==> config.mk <==
export PLATFORM = sky130hd
export DESIGN_NAME = alu_issue
export DESIGN_NICKNAME = d
export VERILOG_FILES = /design/src/rtl/alu_pkg.sv /design/src/rtl/alu_issue_dec.sv /design/src/rtl/alu_issue.sv
export SDC_FILE = /design/constraint.sdc
export NUM_CORES = 1
export LEC_CHECK = 0
export BUFFER_PORTS_ARGS = -buffer_cell sky130_fd_sc_hd__buf_2
export CAP_MARGIN = 20
export CORE_ASPECT_RATIO = 2
export CORE_MARGIN = 2
export CORE_UTILIZATION = 30
export DETAILED_ROUTE_END_ITERATION = 7
export PLACE_DENSITY = 0.63
export SLEW_MARGIN = 20
export SYNTH_ARGS = -nofsm -noshare
export SYNTH_HDL_FRONTEND = slang
export SYNTH_HIERARCHICAL = 1
export SYNTH_SLANG_ARGS = --single-unit
==> constraint.sdc <==
create_clock -name clk -period 11.1 [get_ports clk]
set_input_delay 1.11 -clock clk [delete_from_list [all_inputs] [get_ports clk]]
set_output_delay 1.11 -clock clk [all_outputs]
set_load 0.01 [all_outputs]
==> src/rtl/alu_pkg.sv <==
// ----------------------------------------------------------------------------
// alu_pkg
// Shared definitions for the ALU control interface: the 4-bit ALU control
// codes, the R-type funct codes the issue block understands, the issue FSM
// state type and a reference ALU function used by the optional self-checker.
// No ports (package).
// ----------------------------------------------------------------------------
package alu_pkg;

    // ALU control codes as seen on alu_ctrl
    localparam logic [3:0] ALU_AND  = 4'b0000;
    localparam logic [3:0] ALU_OR   = 4'b0001;
    localparam logic [3:0] ALU_ADD  = 4'b0010;
    localparam logic [3:0] ALU_SUB  = 4'b0110;
    localparam logic [3:0] ALU_SLT  = 4'b0111;
    localparam logic [3:0] ALU_NOR  = 4'b1100;
    localparam logic [3:0] ALU_NAND = 4'b1101;

    // R-type funct codes
    localparam logic [5:0] FUNCT_AND  = 6'h24;
    localparam logic [5:0] FUNCT_OR   = 6'h25;
    localparam logic [5:0] FUNCT_ADD  = 6'h20;
    localparam logic [5:0] FUNCT_SUB  = 6'h22;
    localparam logic [5:0] FUNCT_SLT  = 6'h2A;
    localparam logic [5:0] FUNCT_NOR  = 6'h27;
    localparam logic [5:0] FUNCT_NAND = 6'h3F;

    typedef enum logic [1:0] {
        ST_IDLE = 2'd0,
        ST_EXEC = 2'd1,
        ST_RESP = 2'd2
    } issue_state_e;

    // Reference result of the ALU for a given control code; SLT is signed.
    function automatic logic [31:0] alu_ref(input logic [31:0] a,
                                            input logic [31:0] b,
                                            input logic [3:0]  ctrl);
        logic [31:0] r;
        r = '0;
        case (ctrl)
            ALU_AND:  r = a & b;
            ALU_OR:   r = a | b;
            ALU_ADD:  r = a + b;
            ALU_SUB:  r = a - b;
            ALU_SLT:  r = {31'd0, ($signed(a) < $signed(b))};
            ALU_NOR:  r = ~(a | b);
            ALU_NAND: r = ~(a & b);
            default:  r = '0;
        endcase
        return r;
    endfunction

endpackage

==> src/rtl/alu_issue_dec.sv <==
// ----------------------------------------------------------------------------
// alu_issue_dec
// Combinational R-type funct decoder for the ALU control interface.
// Ports:
//   funct       in  6  R-type funct code
//   ctrl        out 4  ALU control code (0000 for unsupported functs)
//   unsupported out 1  funct code is not one the ALU implements
// ----------------------------------------------------------------------------
module alu_issue_dec
    import alu_pkg::*;
(
    input  logic [5:0] funct,
    output logic [3:0] ctrl,
    output logic       unsupported
);

    always_comb begin
        ctrl        = ALU_AND;
        unsupported = 1'b0;
        case (funct)
            FUNCT_AND:  ctrl = ALU_AND;
            FUNCT_OR:   ctrl = ALU_OR;
            FUNCT_ADD:  ctrl = ALU_ADD;
            FUNCT_SUB:  ctrl = ALU_SUB;
            FUNCT_SLT:  ctrl = ALU_SLT;
            FUNCT_NOR:  ctrl = ALU_NOR;
            FUNCT_NAND: ctrl = ALU_NAND;
            default: begin
                ctrl        = ALU_AND;
                unsupported = 1'b1;
            end
        endcase
    end

endmodule

==> src/rtl/alu_issue.sv <==
// ----------------------------------------------------------------------------
// alu_issue
// Sequencer in front of the 32-bit ALU. Accepts an R-type request
// (funct, a, b) on a valid/ready channel, drives registered operands and
// control code to the ALU, captures result and flags one cycle later and
// returns them on a valid/ready response channel. Three-state FSM:
// IDLE -> EXEC -> RESP -> IDLE, so at most one op every three cycles.
//
// Optional feature: define ALU_ISSUE_CHECK_EN to add an inline reference
// checker and the sticky chk_fail output.
//
// Ports:
//   clk, rst                         clock, async active-high reset
//   req_valid/req_ready              request handshake
//   req_funct, req_a, req_b          request payload
//   resp_valid/resp_ready            response handshake
//   resp_result, resp_zero,
//   resp_cout, resp_ovf, resp_err    response payload
//   alu_rst_n                        ~rst to the ALU
//   alu_src1, alu_src2, alu_ctrl     registered ALU operands / control
//   alu_result, alu_zero,
//   alu_cout, alu_ovf                ALU outputs
//   op_count                         completed responses (wrapping)
//   chk_fail                         sticky checker mismatch (macro only)
// ----------------------------------------------------------------------------
module alu_issue
    import alu_pkg::*;
#(
    parameter int CNT_W = 16
) (
    input  logic             clk,
    input  logic             rst,
    input  logic             req_valid,
    output logic             req_ready,
    input  logic [5:0]       req_funct,
    input  logic [31:0]      req_a,
    input  logic [31:0]      req_b,
    output logic             resp_valid,
    input  logic             resp_ready,
    output logic [31:0]      resp_result,
    output logic             resp_zero,
    output logic             resp_cout,
    output logic             resp_ovf,
    output logic             resp_err,
    output logic             alu_rst_n,
    output logic [31:0]      alu_src1,
    output logic [31:0]      alu_src2,
    output logic [3:0]       alu_ctrl,
    input  logic [31:0]      alu_result,
    input  logic             alu_zero,
    input  logic             alu_cout,
    input  logic             alu_ovf,
    output logic [CNT_W-1:0] op_count
`ifdef ALU_ISSUE_CHECK_EN
    ,
    output logic             chk_fail
`endif
);

    issue_state_e     state_q, state_d;
    logic             req_ready_q, req_ready_d;
    logic             resp_valid_q, resp_valid_d;
    logic [31:0]      resp_result_q, resp_result_d;
    logic             resp_zero_q, resp_zero_d;
    logic             resp_cout_q, resp_cout_d;
    logic             resp_ovf_q, resp_ovf_d;
    logic             resp_err_q, resp_err_d;
    logic [31:0]      src1_q, src1_d;
    logic [31:0]      src2_q, src2_d;
    logic [3:0]       ctrl_q, ctrl_d;
    // Remembers that the op in flight was unsupported until it is captured
    logic             unsup_q, unsup_d;
    logic [CNT_W-1:0] op_count_q, op_count_d;

    logic [3:0]       dec_ctrl;
    logic             dec_unsup;

    alu_issue_dec u_dec (
        .funct       (req_funct),
        .ctrl        (dec_ctrl),
        .unsupported (dec_unsup)
    );

`ifdef ALU_ISSUE_CHECK_EN
    logic chk_fail_q, chk_fail_d;
    logic chk_mismatch;

    // Reference compare against the registered operands while the ALU is settled
    always_comb begin
        chk_mismatch = (state_q == ST_EXEC) && !unsup_q &&
                       (alu_result != alu_ref(src1_q, src2_q, ctrl_q));
        chk_fail_d   = chk_fail_q | chk_mismatch;
    end

    assign chk_fail = chk_fail_q;
`endif

    // Next-state logic: load operands in IDLE, capture ALU outputs in EXEC,
    // release the response in RESP once the consumer takes it.
    always_comb begin
        state_d       = state_q;
        req_ready_d   = req_ready_q;
        resp_valid_d  = resp_valid_q;
        resp_result_d = resp_result_q;
        resp_zero_d   = resp_zero_q;
        resp_cout_d   = resp_cout_q;
        resp_ovf_d    = resp_ovf_q;
        resp_err_d    = resp_err_q;
        src1_d        = src1_q;
        src2_d        = src2_q;
        ctrl_d        = ctrl_q;
        unsup_d       = unsup_q;
        op_count_d    = op_count_q;

        case (state_q)
            ST_IDLE: begin
                if (req_valid) begin
                    src1_d      = req_a;
                    src2_d      = req_b;
                    ctrl_d      = dec_ctrl;
                    unsup_d     = dec_unsup;
                    req_ready_d = 1'b0;
                    state_d     = ST_EXEC;
                end
            end
            ST_EXEC: begin
                // Unsupported ops report an error with an all-zero payload
                resp_result_d = unsup_q ? 32'd0 : alu_result;
                resp_zero_d   = unsup_q ? 1'b0  : alu_zero;
                resp_cout_d   = unsup_q ? 1'b0  : alu_cout;
                resp_ovf_d    = unsup_q ? 1'b0  : alu_ovf;
                resp_err_d    = unsup_q;
                resp_valid_d  = 1'b1;
                state_d       = ST_RESP;
            end
            ST_RESP: begin
                if (resp_ready) begin
                    resp_valid_d = 1'b0;
                    req_ready_d  = 1'b1;
                    op_count_d   = op_count_q + CNT_W'(1);
                    state_d      = ST_IDLE;
                end
            end
            default: begin
                state_d      = ST_IDLE;
                req_ready_d  = 1'b1;
                resp_valid_d = 1'b0;
            end
        endcase
    end

    // Single state register for the FSM and all its registered outputs
    always_ff @(posedge clk or posedge rst) begin
        if (rst) begin
            state_q       <= ST_IDLE;
            req_ready_q   <= 1'b1;
            resp_valid_q  <= 1'b0;
            resp_result_q <= '0;
            resp_zero_q   <= 1'b0;
            resp_cout_q   <= 1'b0;
            resp_ovf_q    <= 1'b0;
            resp_err_q    <= 1'b0;
            src1_q        <= '0;
            src2_q        <= '0;
            ctrl_q        <= ALU_AND;
            unsup_q       <= 1'b0;
            op_count_q    <= '0;
`ifdef ALU_ISSUE_CHECK_EN
            chk_fail_q    <= 1'b0;
`endif
        end else begin
            state_q       <= state_d;
            req_ready_q   <= req_ready_d;
            resp_valid_q  <= resp_valid_d;
            resp_result_q <= resp_result_d;
            resp_zero_q   <= resp_zero_d;
            resp_cout_q   <= resp_cout_d;
            resp_ovf_q    <= resp_ovf_d;
            resp_err_q    <= resp_err_d;
            src1_q        <= src1_d;
            src2_q        <= src2_d;
            ctrl_q        <= ctrl_d;
            unsup_q       <= unsup_d;
            op_count_q    <= op_count_d;
`ifdef ALU_ISSUE_CHECK_EN
            chk_fail_q    <= chk_fail_d;
`endif
        end
    end

    assign alu_rst_n   = ~rst;
    assign req_ready   = req_ready_q;
    assign resp_valid  = resp_valid_q;
    assign resp_result = resp_result_q;
    assign resp_zero   = resp_zero_q;
    assign resp_cout   = resp_cout_q;
    assign resp_ovf    = resp_ovf_q;
    assign resp_err    = resp_err_q;
    assign alu_src1    = src1_q;
    assign alu_src2    = src2_q;
    assign alu_ctrl    = ctrl_q;
    assign op_count    = op_count_q;

endmodule
==> out/results.txt <==
Status: finished, final reports clean
RSZ-0062 raised after global routing: false
Cell count after synthesis: 391
Post-synth EDFFs: 0
First-pass GRT wire length: 19,500 um
Die width: 95.5 um
Mean area per synthesized cell: 12.8 um^2
Final Slew Violations: 0
Multi-input combinational cell area: 0.00181 mm^2
Total power: 0.00183 W
Synthesis Warnings: 6
Syn_nets: 501
Post-CTS Setup Bufs: 0
Crit. End Element: primary output
Largest net degree at the start of global routing: 73
DR WL/cell: 14.8 um
I/O pins: 232
Tmin final: 3070 ps
Setup Skew: 9.07 ps
Root Driver: clkbuf_16
Layout Nets: 734
Cell Area, Synth: 0.00502 mm^2
Total internal power: 0.00124 W
Fill count: 1,593
Post-synth top area share: 0.618
Reg2reg path depth: 3
Period utilization: 0.277
Top cell type by total area after synthesis: dfrtp_1
Worst R2R Setup Slack: 9070 ps
Number of port buffers: 231
Pre-antenna DRT Iters: 4
Setup TNS: 0 ps
Critical hold path startpoint: resp_valid
Final setup violation count: 0
Top-count cell post-synth: dfrtp_1
Initial DRC count: 99
Die height: 187 um
CTS H-tree depth: 4
Post-synth top cells: dfrtp_1, mux2_2, nand2_1, o21ai_0, nand2b_1
Total Routing Usage GR: 0.142
DRC viols: 0
Vias: 3,735
GR Overflow Total: 0
HP Class: flip-flop to flip-flop
Max Clock Freq: 325 MHz
Die area: 0.0178 mm^2
FF-to-FF End: alu_src1[0]
Sequential element share of the synthesized area: 0.623
Yosys reg bits: 125
FP Rows: 66
Largest cells by area after synthesis: dfrtp_1, mux2_2, nand2b_1
Final hold vios: 0
Hold path depth: 1
Hold path endpoint: resp_valid
Main synth FF type: dfrtp_1
Peak VDD IR: 0.107 mV
Total Wirelength: 12,400 um
Post-DP HPWL: 9270 um
Critical Path RT: 9990 ps
Crit path DAT: 1960 ps
CORE AREA: 0.0164 mm^2
CTS Buf Count: 17
CTS tree: built
R2r startpoint: state_q[0]
Finished Core Util: 0.424
Power per cell area: 264 mW/mm^2
Slew headroom: 0.398
Reg power frac: 0.402
Critical path launch point type: primary input
Clk slew on worst S/H paths: 50 ps
Initial antenna violation count: 0
Via density: 4.45
Yosys cell types: 33
Final antenna-violating net count: 0
Placer Congestion: 0.756
Post-synth ARST share: 1.00
Number of global-route vias before repair: 4,000
Number of max-cap violations: 0
Cts hold-fix bufs: 0
Total of cells resized after clock tree synthesis: 0
Slew @ Worst Pin: 903 ps
Share of post-route cells with drive strength above 1: 0.528
Longest Clk Path Bufs: 2
Synthesis-to-layout area growth: 38.0%
Clock Latency Late Sink: 410 ps
Worst-path maximum fanout: 55
Power share of the clock group: 0.281
P_leak: 3.43 nW
Worst Setup Path Type: primary input to primary output
Clock Sinks: 125
Initial Util: 0.307
Switch Pwr: 0.000591 W
Combinational Power Share: 0.318
Register area: 0.00313 mm^2
Ant diodes: 0
Sw Ratio: 0.323
==> worst max-delay path, cell delays in order <==
cell   delay, ps
buf_2        110
inv_4        470
buf_2        250
==> routing by layer <==
layer / track usage / share of wire / vias up / routed length, um
li1: - / - / 1783 / -
met1: 0.140 / 0.36 / 1786 / 4490
met2: 0.257 / 0.55 / 142 / 6820
met3: 0.0387 / 0.059 / 24 / 740
met4: 0.0769 / 0.032 / 0 / 392
met5: 0 / 0 / - / 0
==> sequential cells by signal, indices dropped and copies added, names as in the netlist <==
register	count
resp_valid	1
resp_ovf	1
alu_src2	32
resp_result	32
op_count	16
resp_cout	1
unsup_q	1
alu_ctrl	4
alu_src1	32
resp_zero	1
req_ready	1
state_q	2
resp_err	1
==> logic make-up (layout without fill, tap and decap cells) <==
family	Yosys count	in the layout	synth area share
AO/OA/AOI/OAI	47	47	0.0504
XOR/XNOR	16	16	0.0279
adder cells (fa/ha/maj)	1	1	0.00249
buffers and inverters	23	267	0.0189
flip-flops	125	125	0.623
multiplexers	71	71	0.159
AND/OR/NAND/NOR	108	108	0.118
==> final cells by class <==
class,instances,area share
flip-flops and latches,125,0.452
multi-input cells,243,0.261
repair buffers,233,0.169
clock buffers,23,0.0690
well taps,204,0.0369
clock inverters,7,0.00939
inverters,4,0.00253
==> placed cells by master (no fill, tap or decap), types with 2 or more instances in the layout <==
cell and instances:
buf_2 231, dfrtp_1 124, mux2_2 66, nand2_1 45
o21ai_0 39, nand2b_1 36, clkbuf_16 17, xnor2_1 11
nor2_1 6, mux2_1 5, nand3_1 5, xor2_1 5
clkinv_2 4, inv_1 3, nand4_1 3, a21oi_1 3
clkbuf_1 3, clkbuf_8 3, nand4b_1 2, clkinvlp_4 2
buf_4 2
==> how the worst max path moves through the flow <==
stage | slack (ps) | depth (start not counted) | to | start
after floorplan | 6250 | 1 | alu_rst_n | rst
after global placement | 7990 | 3 | alu_rst_n | rst
after detailed placement | 7970 | 3 | alu_rst_n | rst
after CTS | 7970 | 3 | alu_rst_n | rst
after global routing | 7890 | 3 | alu_rst_n | rst
final | 8030 | 3 | alu_rst_n | rst
==> power by group through the flow <==
stage          clock (W)  sequential [W]  combinational (W)
4_1_cts         0.000529        0.000738           0.000594
5_1_grt         0.000548        0.000759           0.000635
3_5_place_dp           0        0.000744           0.000594
6_report        0.000514        0.000734           0.000580
3_3_place_gp           0        0.000734           0.000577
2_1_floorplan          0        0.000806           0.000265
==> metrics by stage <==
| stage | hold WS [ps] | instances | worst slack (ps) | instance area (um^2) |
|---|---|---|---|---|
| floorplan | 508 | 391 | 6250 | 5020 |
| CTS | 475 | 839 | 7970 | 6920 |
| finish | 473 | 839 | 8030 | 6930 |
| global placement | 458 | 809 | 7990 | 6380 |
| detailed placement | 463 | 809 | 7970 | 6380 |
| global route | 482 | 839 | 7890 | 6930 |
Note: power is estimated with default switching activity, not from simulation.
